`src/rtl/dsm_interp_feeder.sv`:
```
// dsm_interp_feeder: delta-sigma DAC front end. Accepts low-rate signed PCM
// samples over valid/ready and produces 2^OSR_LOG2 linearly interpolated
// sub-samples per input sample, each presented with a one-cycle step strobe
// (o_en) that paces the modulator.
// Optional build macro: DSM_FEEDER_ZOH_EN selects zero-order hold instead of
// linear interpolation; handshake, underrun and timing are unchanged.
module dsm_interp_feeder #(
  parameter int DATA_WIDTH = 4,
  parameter int OSR_LOG2   = 4,
  parameter int STEP_DIV   = 1
) (
  input  logic                  i_clk,
  input  logic                  i_rst,
  input  logic                  i_enable,
  input  logic                  i_valid,
  input  logic [DATA_WIDTH-1:0] i_data,
  output logic                  o_ready,
  output logic                  o_en,
  output logic [DATA_WIDTH-1:0] o_data,
  output logic                  o_underrun,
  input  logic                  i_clr_underrun
);

  localparam int SW   = DATA_WIDTH + 1;             // step width
  localparam int AW   = DATA_WIDTH + 1 + OSR_LOG2;  // accumulator width
  localparam int DIVW = (STEP_DIV > 1) ? $clog2(STEP_DIV) : 1;

  localparam logic [DIVW-1:0]     DIV_LAST = DIVW'(STEP_DIV - 1);
  localparam logic [OSR_LOG2-1:0] PH_LAST  = {OSR_LOG2{1'b1}};

  typedef enum logic {
    ST_IDLE = 1'b0,
    ST_RUN  = 1'b1
  } state_t;

  state_t                state_q;
  logic [DATA_WIDTH-1:0] cur_q;
  logic [DATA_WIDTH-1:0] next_q;
  logic                  next_valid_q;
  logic [SW-1:0]         step_q;
  logic [AW-1:0]         acc_q;
  logic [OSR_LOG2-1:0]   phase_q;
  logic [DIVW-1:0]       div_cnt_q;
  logic                  en_q;
  logic [DATA_WIDTH-1:0] data_q;
  logic                  underrun_q;

  logic                  en_next_s;
  logic                  wrap_s;
  logic                  xfer_s;
  logic [AW-1:0]         acc_inc_d;
  logic [AW-1:0]         bnd_acc_d;
  logic [SW-1:0]         bnd_step_d;
  logic [AW-1:0]         hold_acc_d;
  logic [AW-1:0]         start_acc_d;
  logic [SW-1:0]         start_step_d;

  // Sign-extend a sample to step width.
  function automatic logic [SW-1:0] sext_smp(input logic [DATA_WIDTH-1:0] x);
    return {x[DATA_WIDTH-1], x};
  endfunction

  // Sign-extend a step to accumulator width.
  function automatic logic [AW-1:0] sext_step(input logic [SW-1:0] s);
    return {{OSR_LOG2{s[SW-1]}}, s};
  endfunction

  // Sample scaled by OSR, in accumulator format.
  function automatic logic [AW-1:0] shl_osr(input logic [DATA_WIDTH-1:0] x);
    return {x[DATA_WIDTH-1], x, {OSR_LOG2{1'b0}}};
  endfunction

  // Step strobe, period boundary and handshake decode.
  always_comb begin
    en_next_s = (state_q == ST_RUN) && i_enable && (div_cnt_q == DIV_LAST);
    wrap_s    = en_next_s && (phase_q == PH_LAST);
    if (i_rst) begin
      o_ready = 1'b0;
    end else if (state_q == ST_IDLE) begin
      o_ready = 1'b1;
    end else begin
      o_ready = !next_valid_q || wrap_s;
    end
    xfer_s = i_valid && o_ready;
  end

  // Accumulator / step candidates for sub-sample advance, boundary and start.
  always_comb begin
    acc_inc_d = acc_q + sext_step(step_q);
`ifdef DSM_FEEDER_ZOH_EN
    bnd_step_d   = {SW{1'b0}};
    bnd_acc_d    = shl_osr(next_q);
    hold_acc_d   = shl_osr(cur_q);
    start_step_d = {SW{1'b0}};
    start_acc_d  = shl_osr(i_data);
`else
    bnd_step_d   = sext_smp(next_q) - sext_smp(cur_q);
    bnd_acc_d    = acc_inc_d;
    hold_acc_d   = acc_inc_d;
    start_step_d = sext_smp(i_data);
    start_acc_d  = {AW{1'b0}};
`endif
  end

  // Control FSM, interpolation datapath and registered outputs.
  always_ff @(posedge i_clk) begin
    if (i_rst) begin
      state_q      <= ST_IDLE;
      cur_q        <= {DATA_WIDTH{1'b0}};
      next_q       <= {DATA_WIDTH{1'b0}};
      next_valid_q <= 1'b0;
      step_q       <= {SW{1'b0}};
      acc_q        <= {AW{1'b0}};
      phase_q      <= {OSR_LOG2{1'b0}};
      div_cnt_q    <= {DIVW{1'b0}};
      en_q         <= 1'b0;
      data_q       <= {DATA_WIDTH{1'b0}};
      underrun_q   <= 1'b0;
    end else begin
      case (state_q)
        ST_IDLE: begin
          en_q   <= 1'b0;
          data_q <= {DATA_WIDTH{1'b0}};
          if (xfer_s) begin
            cur_q     <= i_data;
            acc_q     <= start_acc_d;
            step_q    <= start_step_d;
            phase_q   <= {OSR_LOG2{1'b0}};
            div_cnt_q <= {DIVW{1'b0}};
            state_q   <= ST_RUN;
          end
        end
        ST_RUN: begin
          if (i_enable) begin
            div_cnt_q <= (div_cnt_q == DIV_LAST) ? {DIVW{1'b0}} : div_cnt_q + DIVW'(1);
          end
          en_q <= en_next_s;
          if (en_next_s) begin
            // Present the current sub-sample (floor of acc / OSR), then advance.
            data_q  <= acc_q[OSR_LOG2 +: DATA_WIDTH];
            phase_q <= phase_q + OSR_LOG2'(1);
            if (phase_q == PH_LAST) begin
              if (next_valid_q) begin
                cur_q  <= next_q;
                step_q <= bnd_step_d;
                acc_q  <= bnd_acc_d;
              end else begin
                step_q <= {SW{1'b0}};
                acc_q  <= hold_acc_d;
              end
            end else begin
              acc_q <= acc_inc_d;
            end
          end
          // Refill beats consumption when both happen at a boundary.
          if (xfer_s) begin
            next_q       <= i_data;
            next_valid_q <= 1'b1;
          end else if (wrap_s) begin
            next_valid_q <= 1'b0;
          end
        end
        default: begin
          state_q <= ST_IDLE;
        end
      endcase
      // Sticky underrun; a new underrun wins over a simultaneous clear.
      if (wrap_s && !next_valid_q) begin
        underrun_q <= 1'b1;
      end else if (i_clr_underrun) begin
        underrun_q <= 1'b0;
      end
    end
  end

  assign o_en       = en_q;
  assign o_data     = data_q;
  assign o_underrun = underrun_q;

endmodule
```
`config.mk`:
```
export PLATFORM = sky130hd
export DESIGN_NAME = dsm_interp_feeder
export DESIGN_NICKNAME = d
export VERILOG_FILES = /design/src/rtl/dsm_interp_feeder.sv
export SDC_FILE = /design/constraint.sdc
export NUM_CORES = 1
export LEC_CHECK = 0
export ABC_AREA = 1
export CORE_ASPECT_RATIO = 0.8
export CORE_MARGIN = 10
export CORE_UTILIZATION = 30
export DETAILED_ROUTE_END_ITERATION = 16
export REMOVE_ABC_BUFFERS = 1
export SYNTH_ARGS = -nofsm -noshare
export SYNTH_HDL_FRONTEND = slang
export SYNTH_SLANG_ARGS = --single-unit
```
`constraint.sdc`:
```
create_clock -name i_clk -period 1.7 [get_ports i_clk]
set_clock_uncertainty 0.05 [all_clocks]
set_input_delay 0.34 -clock i_clk [delete_from_list [all_inputs] [get_ports i_clk]]
set_output_delay 0.34 -clock i_clk [all_outputs]
set_load 0.01 [all_outputs]
```
* Yosys cells after proc, flatten, opt, wreduce, memory -nomap -nowiden
Index checks and enable logic that the tools add are counted.
** Cells by class
- Add/subtract/negate cells :: 4
- $mul :: 0
- Divide/modulo/power cells :: 0
- Magnitude comparators :: 0
- Eq/ne operators :: 6
- Shifts and indexed selects :: 0
- Multiplexer cells :: 31
- Bitwise gates (word level) :: 2
- Reduce and logical (&&, ||, !) cells :: 15
** Operator list (number)
- $mux 4 :: 7
- $pmux 4 s2 :: 3
- $mux 5 :: 4
- $mux 9 :: 2
- $pmux 9 s2 :: 1
- $mux 1 :: 11
- $pmux 5 s2 :: 1
- $add 9x9->9 :: 1
- $reduce_and 2->1 :: 4
- $ne 2x1->1 const B :: 3
- $logic_and 1x1->1 :: 5
- $sub 4x4->5 :: 1
- $add 4x1->4 const B :: 1
- $eq 4x4->1 const B :: 1
- $ne 2x2->1 const B :: 2
- $pmux 1 s2 :: 2
- $reduce_and 4->1 :: 1
- $reduce_bool 2->1 :: 2
- $reduce_and 3->1 :: 1
- $not 1->1 :: 2
- $add 1x1->1 const B :: 1
- $logic_not 1->1 :: 1
- $logic_or 1x1->1 :: 1
** Storage, ports and cells
- Register bits :: 35
- Bits in latches :: 0
- Bits in writable memories :: 0
- Memory bits (read-only) :: 0
- Input bits :: 9
- Output and inout port bits :: 7
- Logic and storage cells :: 69
- Memories kept :: 0

* Depth between registers and ports, before layout
Gate-level depths: netlist of the first run.
- Depth in word-level cells :: 9
- Depth in mapped cells :: 10
- Mapped depth without buffers :: 9

* Worst setup path after synthesis of the first run
No wires, ideal clock.
- Kind :: flip-flop to flip-flop
- From :: register step_q[0]
- To :: register acc_q[4]
- Setup time :: 70 ps
- Arrival time :: 1361 ps
- Data required time :: 1580 ps
- Path slack :: 218 ps
- Stages on the path, launching flop included :: 8
- Buffers on the path :: 0
- Clock period less this slack :: 1482 ps
- Cell sequence :: dfxtp_1 ha_1 fa_1 nand3_1 nand3_1 a21oi_1 o21ai_0 a21oi_1
** On the way
- Word-level cells in the longest chain between the ends :: 3
** RTL lines
- from (decl) :: line 40 : logic [SW-1:0] step_q;
- from (signal assigned) :: line 112 : step_q <= {SW{1'b0}};
- from (signal assigned) :: line 127 : step_q <= start_step_d;
- from (signal assigned) :: line 145 : step_q <= bnd_step_d;
- $add 9x9->9 :: line 89 : acc_inc_d = acc_q + sext_step(step_q);
- $mux 9 :: line 138 : if (en_next_s) begin
- $pmux 9 s2 :: line 120 : case (state_q)
- to (signal assigned) :: line 126 : acc_q <= start_acc_d;
- to (signal assigned) :: line 146 : acc_q <= bnd_acc_d;
- to (signal assigned) :: line 149 : acc_q <= hold_acc_d;
- to (decl) :: line 41 : logic [AW-1:0] acc_q;
No other way between the ends. The select of a mux whose other input is x is not followed.
A chain may end at the register's enable or synchronous reset.

* Worst setup path after layout of the first run
- From :: register phase_q[1]
- To :: output o_ready
** On the way
- Word-level cells in the longest chain between the ends :: 5
** RTL lines
- from (decl) :: line 42 : logic [OSR_LOG2-1:0] phase_q;
- from (signal assigned) :: line 114 : phase_q <= {OSR_LOG2{1'b0}};
- from (signal assigned) :: line 128 : phase_q <= {OSR_LOG2{1'b0}};
- from (signal assigned) :: line 141 : phase_q <= phase_q + OSR_LOG2'(1);
- $eq 4x4->1 :: line 76 : wrap_s = en_next_s && (phase_q == PH_LAST);
- $logic_and 1x1->1 :: line 76
- $logic_or 1x1->1 :: line 82 : o_ready = !next_valid_q || wrap_s;
- $mux 1 :: line 79 : end else if (state_q == ST_IDLE) begin
- $mux 1 :: line 77 : if (i_rst) begin
- to (decl) :: line 17 : output logic o_ready,
No other way between the ends.

==> impl_metrics.yaml, run 1 <==
route:
  firstDrtPassIters: 4
  drt_iter0_drc: 93
  vias_per_cell: 4.675
  num_vias: 1725
  routed_wl_mm: 4.282
  ant_nets: 0
  post_drt_wl_per_cell_um: 11.60
  drc: 0
global_routing:
  grt_overflow: 0
  grt_max_degree: 24
  grt_antenna_before_repair: 0
  grt_pass1_wl_mm: 7.776
  grt_pass1_vias: 1763
  grt_use_total: 0.09500
synthesis:
  synthCells: 249
  synth_area_leader_cell: "dfxtp_1"
  synth_warnings: 0
  yosysSeqAreaShare: 0.3594
  yosys-top-cells-area: "dfxtp_1 (36%), nand2_1 (11%), ha_1 (8.2%)"
  ys_seq_elements: 33
  synth_top_area_share: 0.3594
  ys_types: 28
  syn-cell-area_mm2: 0.001838
  syn_avg_cell_area_um2: 7.382
critical_path:
  worstPathArrival_ns: 1.30
  worstReg2RegStart: "step_q[0]"
  reg2reg_slack_ns: 0.14
  worstSetupEndpointType: "output port"
  worstRegToRegCells: 7
  r2r-end: "acc_q[4]"
  worstPathMaxFanout: 3
  critical_path_class: "flip-flop to output port"
  cp.required_ns: 1.31
  start_kind: "flip-flop"
final_layout:
  syn2layout_area_growth_pct: 26.89
  seq_area_um2: 663.1
  final_cells: 369
  num_antenna_cells: 0
  layout_common_cells: "nand2_1 (55), dfxtp_1 (31), inv_1 (25)"
  nFillCells: 601
  multiInputGateArea_mm2: 0.001045
  num-nets-final: 311
  layout_commonest_cell: "nand2_1"
  drive_above_1_share: 0.1806
  fin_util: 0.3945
clocking:
  clock_latency_ns: 0.28
  cts_num_sinks: 33
  cts_buffers: 5
  cts_tree: "done"
  cts-hold-fix-buffers: 0
  htree_levels: 2
  clockBufferDepth: 2
  root_buffer: "clkbuf_8"
  path_clk_slew_ns: 0.07
floorplan:
  rows: 25
  dieHeight_um: 90.01
  initial_core_util: 0.3109
  die_x_um: 107.5
  ios: 16
  dieArea_mm2: 0.009677
  coreArea_mm2: 0.005912
timing:
  setup-tns-final_ns: 0
  fmax_mhz: 593.0
  setup_viol: 0
  worst_slew_pin_slew_ns: 0.2485
  hold_violations: 0
  maxSlewHeadroom: 0.8326
  drv_slew: 0
  rsz0062_at_grt: "yes"
  min_period_over_period: 0.9920
  period_minus_slack_ns: 1.686
placement:
  gp_congestion: 0.8092
  dp_cells: 361
  dp_hpwl_mm: 3.231
  io_buffers: 15
flow_run:
  cap_violations: 0
hold_path:
  hold_depth: 2
  whs_endpoint: "cur_q[0]"
  hold_class: "flip-flop to flip-flop"
  hp-start: "cur_q[0]"
pwr:
  switching_share: 0.2758
  internal_power_mw: 1.256
  p_clk_frac: 0.347
  ir_drop_uv: 524.4
  cellPowerDensity_mw_per_mm2: 743.5
  netSwitchingPower_uw: 478.3
  seqPwrFrac: 0.479
  fin_total_pwr_mw: 1.734
  p_leak_nw: 1.074
  combPwrFrac: 0.175
run_status:
  status: "complete, no violations"
[through the flow]
stage	hold WS, ns	instance area [um2]	setup slack, ns
global route	0.4362	2332	-0.05284
global placement	0.3930	2208	-0.4314
detailed placement	0.3976	2208	-0.4379
finish	0.4072	2332	0.01362
floorplan	0.3591	1799	0.2183
CTS	0.4075	2307	0.01044
[layer usage]
layer,global-route usage,vias up,routed length [um]
met3,0.02354,10,147
met2,0.1515,35,1981
li1,-,903,-
met4,0.04889,0,92
met5,0,-,0
met1,0.1145,777,2060
[what timing repair did]
action | CTS | global route
buffers inserted | 0 | 1
endpoints found under the setup margin | 1 | 4
pin swaps | 1 | 0
gates resized for setup | 11 | 6
[sequential cells by signal, indices dropped and copies added (netlist names)]
signal / count
next_valid_q: 1
phase_q: 4
o_data: 4
o_en: 1
state_q: 1
acc_q: 8
cur_q: 4
step_q: 5
next_q: 4
o_underrun: 1
[Yosys cell counts, drive strengths merged]
master / n
o21a: 1
nand3b: 1
nand3: 22
nand2: 60
nand4: 3
nor3: 1
clkbuf: 1
inv: 31
xnor2: 1
a21oi: 24
nor2: 23
a32o: 4
dfxtp: 33
ha: 12
o21ai: 26
fa: 2
buf: 4
[power groups by stage]
stage / combinational, mW / sequential, mW / clock, mW
CTS: 0.299 / 0.830 / 0.618
finish: 0.303 / 0.830 / 0.601
global placement: 0.295 / 0.846 / 0
floorplan: 0.178 / 0.845 / 0
global route: 0.348 / 0.834 / 0.655
detailed placement: 0.299 / 0.846 / 0
[cell families (layout without fill, tap and decap cells)]
kind of cell	Yosys count	count (layout)	share of synthesized area
AO/OA/AOI/OAI	55	55	0.1620
XOR/XNOR	1	1	0.004766
adder cells (fa/ha/maj)	14	14	0.1035
buffers and inverters	36	75	0.08713
flip-flops	33	33	0.3594
AND/OR/NAND/NOR	110	110	0.2832
[worst max-delay path by stage]
stage | slack, ns | cells after the start | to | startpoint
after global routing | -0.05 | 8 | o_ready | phase_q[1]
final | 0.01 | 8 | o_ready | phase_q[1]
after floorplan | 0.22 | 7 | acc_q[4] | step_q[0]
after detailed placement | -0.44 | 8 | o_ready | i_enable
after global placement | -0.43 | 8 | o_ready | i_enable
after CTS | 0.01 | 8 | o_ready | phase_q[0]
[layout make-up]
cell class / instances / share of cell area
multi-input cells: 180 / 0.4480
well taps: 81 / 0.04345
repair buffers: 37 / 0.1352
clock buffers: 7 / 0.03702
flip-flops and latches: 33 / 0.2843
inverters: 31 / 0.05204
[worst max-delay path, cell delays in order (launching register included)]
cell     delay (ns)
dfxtp_2        0.34
ha_4           0.16
nand3_2        0.08
inv_2          0.05
nand2_4        0.05
nand2_4        0.04
o21ai_2        0.11
inv_1          0.06
buf_6          0.11
Power figures use the tool's default switching activity.
==> inputs of run 2 (changes only) <==
- GPL_TIMING_DRIVEN: default -> 0
==> run 2 against run 1 <==
Final cell count down 4.6%. Die area unchanged. Wire length decreased by 8.4%. Critical path type unchanged. Highest routed layer unchanged.
==> impl_metrics.yaml, run 2 (synthesis gave the netlist of run 1 again) <==
run_status:
  status: "complete, no violations"
global_routing:
  grt_use_total: 0.08717
  busiest_layer: "met2"
  grt_max_degree: 26
  grt_pass1_vias: 1573
  grt_overflow: 0
  use_met3: 0.02068
  grt_pass1_wl_mm: 7.058
  use_met2: 0.1313
  grt_antenna_before_repair: 0
  use_met1: 0.1124
hold_path:
  whs_endpoint: "cur_q[0]"
  hp-start: "cur_q[0]"
  hold_class: "flip-flop to flip-flop"
  hold_depth: 2
final_layout:
  num-nets-final: 293
  largest_registers: "acc_q x8, step_q x5"
  syn2layout_area_growth_pct: 21.10
  layout_common_cells: "nand2_1 (55), dfxtp_1 (30), inv_1 (25)"
  nFillCells: 618
  num_antenna_cells: 0
  layout_commonest_cell: "nand2_1"
  finalInstanceArea_mm2: 0.002226
  top_register: "acc_q"
  largest_reg_flops: 8
  drive_above_1_share: 0.1402
floorplan:
  initial_core_util: 0.3109
  dieHeight_um: 90.01
  die_x_um: 107.5
  rows: 25
  ios: 16
  coreArea_mm2: 0.005912
  dieArea_mm2: 0.009677
timing:
  drv_slew: 0
  maxSlewHeadroom: 0.7324
  fmax_mhz: 594.1
  period_minus_slack_ns: 1.683
  setup_viol: 0
  min_period_over_period: 0.9901
  hold_violations: 0
  rsz0062_at_grt: "yes"
  worst_slew_pin_slew_ns: 0.4010
route:
  drt_iter0_drc: 100
  firstDrtPassIters: 4
  num_vias: 1650
  routed_wl_mm: 3.921
  drc: 0
  ant_nets: 0
  post_drt_wl_per_cell_um: 11.14
  vias_per_cell: 4.688
critical_path:
  critPathBufInv: 3
  worstSetupEndpointType: "output port"
  worstReg2RegStart: "step_q[0]"
  reg2reg_slack_ns: 0.13
  worstPathArrival_ns: 1.29
  critical_path_class: "flip-flop to output port"
  worstPathMaxFanout: 3
  cp.required_ns: 1.31
  r2r-end: "acc_q[4]"
  start_kind: "flip-flop"
  worstRegToRegCells: 7
  path_cells: "ha_4, nand3_4, inv_4, nand2_4, nand2_4, o21ai_2, inv_1, buf_2"
  path_common_cell: "nand2_4"
  cpPeakStageDelay_ns: 0.34
  crit_family: "flip-flops"
  cp_slowest_cell: "dfxtp_2"
clocking:
  root_buffer: "clkbuf_8"
  clock_latency_ns: 0.29
  clockBufferDepth: 2
  path_clk_slew_ns: 0.07
  cts_tree: "done"
  cts_num_sinks: 33
  cts_buffers: 5
  cts-hold-fix-buffers: 0
  htree_levels: 2
placement:
  gp_congestion: 0.8283
  io_buffers: 15
  placed_area_mm2: 0.002051
  dp_hpwl_mm: 2.864
flow_run:
  cap_violations: 0
pwr:
  ir_drop_uv: 374.5
  p_leak_nw: 0.9936
  fin_total_pwr_mw: 1.757
  cellPowerDensity_mw_per_mm2: 789.2
## run 2: area by class of cell
class | count | area [um2] | area share
tap | 81 | 101.3 | 0.04553
timing repair buffer | 19 | 175.2 | 0.07870
sequential | 33 | 666.9 | 0.2996
inverter | 31 | 128.9 | 0.05790
clock buffer | 7 | 96.34 | 0.04328
clock inverter | 1 | 5.005 | 0.002248
multi-input combinational | 180 | 1052 | 0.4727
## run 2: where the power goes
part / switching (mW) / internal, mW
Sequential: 0.0276 / 0.806
Combinational: 0.161 / 0.100
Clock: 0.297 / 0.366
## run 2: worst max-delay path by stage
stage               startpoint       end  slack [ns]  cells past startpoint
floorplan            step_q[0]  acc_q[4]        0.22                      7
global placement         i_rst   o_ready       -1.05                      5
detailed placement       i_rst   o_ready       -1.03                      5
CTS                 phase_q[1]   o_ready       -0.02                      8
global route        phase_q[0]   o_ready       -0.04                      8
finish              phase_q[0]   o_ready        0.02                      8
## run 2: stage by stage
step	setup WS, ns	setup TNS [ns]	hold slack (ns)	cells	utilization
after floorplan	0.2183	0	0.3591	244	-
after global placement	-1.054	-17.39	0.3966	340	0.3469
after detailed placement	-1.033	-17.18	0.3997	340	0.3469
after CTS	-0.01913	-0.01913	0.4067	350	0.3706
after global routing	-0.04344	-0.07883	0.4390	352	0.3765
final	0.01689	0	0.4036	352	0.3765
## run 2: worst register-to-register path, delay by kind of cell, from the launching register on
| kind | cells | cell delay, ns |
|---|---|---|
| compound gates | 3 | 0.33 |
| fa+ha+maj | 2 | 0.63 |
| flops | 1 | 0.31 |
| simple gates | 2 | 0.18 |
## run 2: timing repair
action,CTS,global route
pin swaps,1,1
endpoints found under the setup margin,31,3
gates resized for setup,19,5
buffers inserted,2,2
## run 2: metal layers
metal	wire, um	share of wire
met5	0	0
met4	81	0.021
met3	126	0.032
met2	1701	0.43
met1	2011	0.51
